File: config.mk
export PLATFORM = sky130hd
export DESIGN_NAME = sram_ctrl
export DESIGN_NICKNAME = d
export VERILOG_FILES = /design/src/rtl/sram_ctrl_pkg.sv /design/src/rtl/sram_ctrl_cyc_timer.sv /design/src/rtl/sram_ctrl.sv
export SDC_FILE = /design/constraint.sdc
export NUM_CORES = 1
export LEC_CHECK = 0
export ABC_AREA = 0
export ABC_CLOCK_PERIOD_IN_PS = 6320
export CAP_MARGIN = 20
export CORE_MARGIN = 3
export CORE_UTILIZATION = 57
export DETAILED_ROUTE_END_ITERATION = 16
export DONT_BUFFER_PORTS = 1
export GPL_TIMING_DRIVEN = 1
export PLACE_DENSITY_LB_ADDON = 0.12
export SYNTH_ARGS = -nofsm -noshare
export SYNTH_HDL_FRONTEND = slang
export SYNTH_HIERARCHICAL = 1
export SYNTH_SLANG_ARGS = --single-unit
File: constraint.sdc
create_clock -name clk -period 6.32 [get_ports clk]
set_input_delay 0.632 -clock clk [delete_from_list [all_inputs] [get_ports clk]]
set_output_delay 0.632 -clock clk [all_outputs]
set_load 0.03 [all_outputs]
File: src/rtl/sram_ctrl_pkg.sv
// sram_ctrl_pkg: shared types and default timing constants for the
// pixel-counter SRAM initiator.
//   - op_e     : request opcode (2'b11 decodes to OP_READ)
//   - state_e  : controller FSM state, also exported on dbg_state
//   - *_DEF    : default widths and cycle counts (2 ns clock)
package sram_ctrl_pkg;

    localparam int ADDR_BITS_DEF = 6;
    localparam int DATA_BITS_DEF = 12;
    localparam int PULSE_CYC_DEF = 4;
    localparam int PRECH_CYC_DEF = 4;
    localparam int TO_CYC_DEF    = 8;

    typedef enum logic [1:0] {
        OP_READ  = 2'b00,
        OP_WRITE = 2'b01,
        OP_INCR  = 2'b10
    } op_e;

    typedef enum logic [2:0] {
        ST_IDLE   = 3'd0,
        ST_SETUP  = 3'd1,
        ST_ACTIVE = 3'd2,
        ST_PRECH  = 3'd3,
        ST_WSETUP = 3'd4
    } state_e;

    // The unused encoding 2'b11 behaves as a READ.
    function automatic op_e decode_op(input logic [1:0] raw);
        case (raw)
            2'b01:   decode_op = OP_WRITE;
            2'b10:   decode_op = OP_INCR;
            default: decode_op = OP_READ;
        endcase
    endfunction

endpackage

File: src/rtl/sram_ctrl_cyc_timer.sv
// sram_ctrl_cyc_timer: loadable down-counter with a zero flag. Counts down
// by one per cycle and rests at zero; a load takes priority.
//   clk, rst  : clock, asynchronous active-high reset (count <= RST_VAL)
//   load      : load load_val this cycle
//   load_val  : value to load
//   count     : current count
//   zero      : count == 0
module sram_ctrl_cyc_timer
    import sram_ctrl_pkg::*;
#(
    parameter int               WIDTH   = 4,
    parameter logic [WIDTH-1:0] RST_VAL = '0
) (
    input  logic             clk,
    input  logic             rst,
    input  logic             load,
    input  logic [WIDTH-1:0] load_val,
    output logic [WIDTH-1:0] count,
    output logic             zero
);

    logic [WIDTH-1:0] count_q, count_d;

    always_comb begin
        count_d = count_q;
        if (load) begin
            count_d = load_val;
        end else if (count_q != '0) begin
            count_d = count_q - 1'b1;
        end
    end

    always_ff @(posedge clk or posedge rst) begin
        if (rst) begin
            count_q <= RST_VAL;
        end else begin
            count_q <= count_d;
        end
    end

    assign count = count_q;
    assign zero  = (count_q == '0);

endmodule

File: src/rtl/sram_ctrl.sv
// sram_ctrl: initiator for the 64x12 pixel-counter SRAM. Accepts READ, WRITE
// and saturating INCR requests and sequences the SRAM's asynchronous strobes
// with a setup cycle, a minimum strobe width, done/timeout handling and a
// precharge gap.
//   req_valid/req_ready : request handshake. A request transfers on a rising
//                         clk edge where both are high; req_ready is high
//                         only in IDLE and the request fields are latched
//                         on that edge. req_valid may stay high to queue the
//                         next request.
//   req_op/addr/wdata   : opcode, word address, write data
//   rsp_valid/rsp_rdata : one-cycle pulse with read data (READ, INCR)
//   err                 : sticky done-timeout flag
//   sram_*              : SRAM strobes, address, data and done flags
//   dbg_state           : current FSM state (state_e encoding)
module sram_ctrl
    import sram_ctrl_pkg::*;
#(
    parameter int ADDR_BITS = ADDR_BITS_DEF,
    parameter int DATA_BITS = DATA_BITS_DEF,
    parameter int PULSE_CYC = PULSE_CYC_DEF,
    parameter int PRECH_CYC = PRECH_CYC_DEF,
    parameter int TO_CYC    = TO_CYC_DEF
) (
    input  logic                 clk,
    input  logic                 rst,
    input  logic                 req_valid,
    output logic                 req_ready,
    input  logic [1:0]           req_op,
    input  logic [ADDR_BITS-1:0] req_addr,
    input  logic [DATA_BITS-1:0] req_wdata,
    output logic                 rsp_valid,
    output logic [DATA_BITS-1:0] rsp_rdata,
    output logic                 err,
    output logic                 sram_read,
    output logic                 sram_write,
    output logic [ADDR_BITS-1:0] sram_addr,
    output logic [DATA_BITS-1:0] sram_din,
    input  logic [DATA_BITS-1:0] sram_dout,
    input  logic                 sram_read_done,
    input  logic                 sram_write_done,
    output logic [2:0]           dbg_state
);

    localparam int TW = $clog2(PULSE_CYC + TO_CYC + PRECH_CYC + 1);
    // ACTIVE loads the whole pulse+timeout budget; the minimum width is met
    // once the count has fallen to TO_CYC. PRECH counts down to zero.
    localparam logic [TW-1:0] ACT_LOAD = TW'(PULSE_CYC + TO_CYC - 1);
    localparam logic [TW-1:0] MIN_LEFT = TW'(TO_CYC);
    localparam logic [TW-1:0] PRE_LOAD = TW'(PRECH_CYC - 1);

    state_e                 state_q, state_d;
    op_e                    op_q, op_d;
    logic [ADDR_BITS-1:0]   addr_q, addr_d;
    logic [DATA_BITS-1:0]   din_q, din_d;
    logic [DATA_BITS-1:0]   rdata_q, rdata_d;
    logic                   rd_q, rd_d;
    logic                   wr_q, wr_d;
    logic                   rsp_pend_q, rsp_pend_d;
    logic                   rsp_valid_q, rsp_valid_d;
    logic                   err_q, err_d;
    logic                   incr_wr_q, incr_wr_d;   // INCR read done, write phase next

    logic                   tmr_load;
    logic [TW-1:0]          tmr_val;
    logic [TW-1:0]          tmr_count;
    logic                   tmr_zero;
    logic                   done_sel;
    logic                   pulse_ok;

    sram_ctrl_cyc_timer #(
        .WIDTH   (TW),
        .RST_VAL (PRE_LOAD)
    ) u_cyc_timer (
        .clk      (clk),
        .rst      (rst),
        .load     (tmr_load),
        .load_val (tmr_val),
        .count    (tmr_count),
        .zero     (tmr_zero)
    );

    always_comb begin
        state_d     = state_q;
        op_d        = op_q;
        addr_d      = addr_q;
        din_d       = din_q;
        rdata_d     = rdata_q;
        rd_d        = rd_q;
        wr_d        = wr_q;
        rsp_pend_d  = 1'b0;
        rsp_valid_d = rsp_pend_q;   // response follows the strobe fall by one cycle
        err_d       = err_q;
        incr_wr_d   = incr_wr_q;
        tmr_load    = 1'b0;
        tmr_val     = '0;
        done_sel    = rd_q ? sram_read_done : sram_write_done;
        pulse_ok    = (tmr_count <= MIN_LEFT);

        case (state_q)
            ST_IDLE: begin
                if (req_valid) begin
                    op_d    = decode_op(req_op);
                    addr_d  = req_addr;
                    din_d   = req_wdata;
                    state_d = ST_SETUP;
                end
            end
            ST_SETUP: begin
                state_d  = ST_ACTIVE;
                tmr_load = 1'b1;
                tmr_val  = ACT_LOAD;
                if (op_q == OP_WRITE) begin
                    wr_d = 1'b1;
                end else begin
                    rd_d = 1'b1;
                end
            end
            ST_WSETUP: begin
                state_d  = ST_ACTIVE;
                tmr_load = 1'b1;
                tmr_val  = ACT_LOAD;
                wr_d     = 1'b1;
            end
            ST_ACTIVE: begin
                // At count zero pulse_ok is also true, so !done_sel here
                // means the timeout expired.
                if ((pulse_ok && done_sel) || tmr_zero) begin
                    rd_d     = 1'b0;
                    wr_d     = 1'b0;
                    state_d  = ST_PRECH;
                    tmr_load = 1'b1;
                    tmr_val  = PRE_LOAD;
                    if (!done_sel) begin
                        err_d = 1'b1;
                    end
                    if (rd_q) begin
                        rdata_d    = sram_dout;
                        rsp_pend_d = 1'b1;
                    end
                    incr_wr_d = rd_q && (op_q == OP_INCR) && done_sel;
                end
            end
            ST_PRECH: begin
                if (tmr_zero) begin
                    if (incr_wr_q) begin
                        state_d   = ST_WSETUP;
                        incr_wr_d = 1'b0;
                        din_d     = (&rdata_q) ? rdata_q : rdata_q + 1'b1;
                    end else begin
                        state_d = ST_IDLE;
                    end
                end
            end
            default: begin
                state_d  = ST_PRECH;
                tmr_load = 1'b1;
                tmr_val  = PRE_LOAD;
            end
        endcase
    end

    always_ff @(posedge clk or posedge rst) begin
        if (rst) begin
            state_q     <= ST_PRECH;
            op_q        <= OP_READ;
            addr_q      <= '0;
            din_q       <= '0;
            rdata_q     <= '0;
            rd_q        <= 1'b0;
            wr_q        <= 1'b0;
            rsp_pend_q  <= 1'b0;
            rsp_valid_q <= 1'b0;
            err_q       <= 1'b0;
            incr_wr_q   <= 1'b0;
        end else begin
            state_q     <= state_d;
            op_q        <= op_d;
            addr_q      <= addr_d;
            din_q       <= din_d;
            rdata_q     <= rdata_d;
            rd_q        <= rd_d;
            wr_q        <= wr_d;
            rsp_pend_q  <= rsp_pend_d;
            rsp_valid_q <= rsp_valid_d;
            err_q       <= err_d;
            incr_wr_q   <= incr_wr_d;
        end
    end

    assign req_ready  = (state_q == ST_IDLE);
    assign rsp_valid  = rsp_valid_q;
    assign rsp_rdata  = rdata_q;
    assign err        = err_q;
    assign sram_read  = rd_q;
    assign sram_write = wr_q;
    assign sram_addr  = addr_q;
    assign sram_din   = din_q;
    assign dbg_state  = state_q;

endmodule

==> metrics.md <==
| Metric | Value |
|---|---|
| Status | finished, final reports clean |
| Layout cell share with drive strength beyond 1 | 17.39% |
| Number of flops mapped to enable cells by yosys | 0 |
| Clock skew | 0.004205 ns |
| Root Buffer Master | clkbuf_8 |
| Hold Crit Class | in -> async |
| Worst Path Max Fanout | 12 |
| Count of hold-fix buffers inserted at cts | 0 |
| Psw | 0.7017 mW |
| Top sig layer | met4 |
| # rows | 23 |
| Share of the yosys chip area belonging to registers | 47.70% |
| Fin Hold WS | 0.1159 ns |
| Rel. slew slack | 32.30% |
| Final slew viol count | 0 |
| GRT Total Usage | 21.53% |
| CTS max path bufs | 2 |
| Diodes inserted | 0 |
| Seq pwr share | 55.7% |
| Syn. warnings | 6 |
| Logic gate share of total power | 29.8% |
| Worst Tran Pin Value | 1.008 ns |
| Number of setup violations in the final report | 0 |
| Critical Path Source Type | register |
| Met3 WL | 531 um |
| Arrival @ worst endpoint | 2.81 ns |
| RSZ-0062 raised after global routing | no |
| H-tree lvl count | 2 |
| Post-CTS Setup Bufs | 0 |
| Chip height | 71.21 um |
| DR WL/cell | 18.48 um |
| Max incr delay on CP | 0.76 ns |
| Ports | 75 |
| Post-layout min period | 2.580 ns |
| Mean Syn Cell Area | 10.49 um^2 |
| R2R cell count | 7 |
| Post-synthesis cell count | 231 |
| Initial antenna violation count | 0 |
| Predominant post-synthesis flop cell | dfrtp_1 |
| Crit-path cells | inv_1, ha_1, nor4b_4, nand4_1, a21oi_1, and3_1, a221o_1 |
| Core ar. | 4058 um^2 |
| Top delay family on crit path | simple AND/OR/NAND/NOR gates |
| Latest clock arrival within the worst-skew pair | 0.29 ns |
| Layout area overhead | 5.318% |
| Power per Cell Area | 573.6 nW/um^2 |
| Die width | 71.21 um |
| Cts repair resizes | 0 |
| Internal power | 0.7624 mW |
| Detailed Place HPWL | 3891 um |
| Largest net degree at the start of global routing | 27 |
| First-pass GRT wire length | 8652 um |
| Total CTS buffers | 5 |
| Count of cell types in the netlist | 53 |
| Die Footprint | 5070 um^2 |
| R2R Setup Slk | 3.74 ns |
| CP required | 6.55 ns |
| Initial Utilization | 59.73% |
| Setup_tns | 0 ns |
| Asr flop ratio synth | 100.0% |
| Setup CP Type | reg -> reg |
| 1st-pass router iterations | 4 |
| Fmax | 387.6 MHz |
| Final wirelength | 5173 um |
| Reg-to-Reg Start | u_cyc_timer/count[0] |
| Period Utilization, post-route | 40.82% |
| Via Count | 1,719 |
| Max-cap violations | 0 |
| Post-route ant nets | 0 |
| Leakage Power | 1.120 nW |
| Nets | 268 |
| Clock tree from TritonCTS | yes |
| Buf/Inv on CP | 1 |
| Post-Route M1 WL | 2272 um |
| Via/cell ratio | 6.139 |
| Clock share of power | 14.4% |
| DR WL met2 | 2345 um |
| Endpoints failing hold | 0 |
| Peak VDD IR | 266.0 uV |
| Switch share | 47.93% |
| Synth Cell Area | 2424 um^2 |
| Clock sinks | 46 |
| Slowest-stage cell, CP | a21oi_1 |
| GRT overflow | 0 |
| Routability cong. | 0.8942 |
| Design Power | 1.464 mW |
| PortBufs | 0 |
| Placed insts | 272 |
| Critical Path Sink Type | register |
| Reg-to-reg endpoint | sram_din[6] |
| Fin cells | 280 |
| First-iteration detailed-routing DRC count | 125 |
| Drt drc | 0 |
| Clock transition at path regs | 0.08 ns |
| Vias in the first global route | 1,728 |
| Synth Register Bits | 46 |
stage by stage:
step	utilization, %	worst slack [ns]	instance area (um^2)
floorplan	-	4.047	2427
global placement	60.22	3.862	2444
detailed placement	60.22	3.751	2444
CTS	62.90	3.733	2552
global route	62.90	3.359	2552
finish	62.90	3.740	2552
layout make-up:
cell class | instances | area (um^2)
clock inverter | 3 | 40.04
tap | 50 | 62.56
fill | 340 | 1505
sequential | 46 | 1156
inverter | 8 | 30.03
multi-input combinational | 167 | 1187
clock buffer | 5 | 68.82
timing repair buffer | 1 | 7.507
kinds of logic (layout without fill, tap and decap cells):
group                    count (synthesis)  after routing  share of synthesized area (%)
other                                    1              2                         0.1547
XOR/XNOR                                 8              8                          2.891
flip-flops                              46             46                          47.70
buffers and inverters                   19             17                          3.459
AO/OA/AOI/OAI                           51             51                          14.71
adder cells (fa/ha/maj)                  2              2                          1.032
AND/OR/NAND/NOR                         82             82                          18.59
multiplexers                            22             22                          11.46
layer usage:
| layer | track usage, % | up-vias |
|---|---|---|
| met4 | 5.428 | 0 |
| li1 | - | 827 |
| met1 | 30.04 | 820 |
| met3 | 8.523 | 2 |
| met2 | 31.53 | 70 |
| met5 | 0 | - |
worst max path at each step:
stage	start	to	slack, ns	cells past startpoint
final	u_cyc_timer/count[0]	sram_din[6]	3.74	7
after global routing	u_cyc_timer/count[0]	sram_din[9]	3.36	7
after CTS	u_cyc_timer/count[0]	sram_din[6]	3.73	7
after detailed placement	u_cyc_timer/count[0]	sram_din[6]	3.75	7
after global placement	dbg_state[2]	sram_addr[5]	3.86	3
after floorplan	dbg_state[2]	sram_addr[0]	4.05	5
worst reg2reg max path, cell delays in order, from the launching register on:
cell	delay, ns
dfstp_2	0.38
inv_1	0.09
ha_1	0.22
nor4b_4	0.52
nand4_1	0.20
a21oi_1	0.76
and3_1	0.26
a221o_1	0.10
layout by cell type, fill, tap and decap left out, drive strengths merged, types with 3 or more instances in the layout:
| cell | instances |
|---|---|
| nand3 | 12 |
| xnor2 | 6 |
| nor2 | 17 |
| inv | 8 |
| a21oi | 13 |
| nand2b | 4 |
| o22ai | 3 |
| dfstp | 4 |
| nor3 | 5 |
| clkbuf | 5 |
| nand4 | 5 |
| dfrtp | 42 |
| nand2 | 20 |
| o211ai | 5 |
| a21boi | 3 |
| o31ai | 3 |
| and3 | 4 |
| mux2 | 19 |
| mux2i | 3 |
| o21ai | 8 |
flip-flops by register name (all words and copies together) (netlist names):
| register | count |
|---|---|
| sram_write | 1 |
| rsp_pend_q | 1 |
| dbg_state | 3 |
| sram_read | 1 |
| u_cyc_timer/count | 5 |
| rsp_valid | 1 |
| op_q | 2 |
| sram_addr | 6 |
| err | 1 |
| rsp_rdata | 12 |
| incr_wr_q | 1 |
| sram_din | 12 |
power by group through the flow:
| stage | Sequential (mW) | Combinational (mW) | Clock (mW) |
|---|---|---|---|
| after detailed placement | 0.822 | 0.435 | 0 |
| after global placement | 0.814 | 0.417 | 0 |
| after CTS | 0.817 | 0.436 | 0.216 |
| final | 0.816 | 0.437 | 0.211 |
| after floorplan | 0.753 | 0.403 | 0 |
| after global routing | 0.841 | 0.494 | 0.230 |
synth_stat cells (5+ instances only):
cell type,number,area share [%]
dfrtp_1,42,43
nand2_1,20,3.1
nor2_1,17,2.6
a21oi_1,13,2.7
nand3_1,11,2.3
mux2_2,10,4.6
mux2_4,9,5.6
inv_1,8,1.2
clkbuf_1,6,0.93
o21ai_0,6,1.2
xnor2_1,6,2.2
nand4_1,5,1.3
o211ai_1,5,1.5
(Power assumes the default switching activity.)
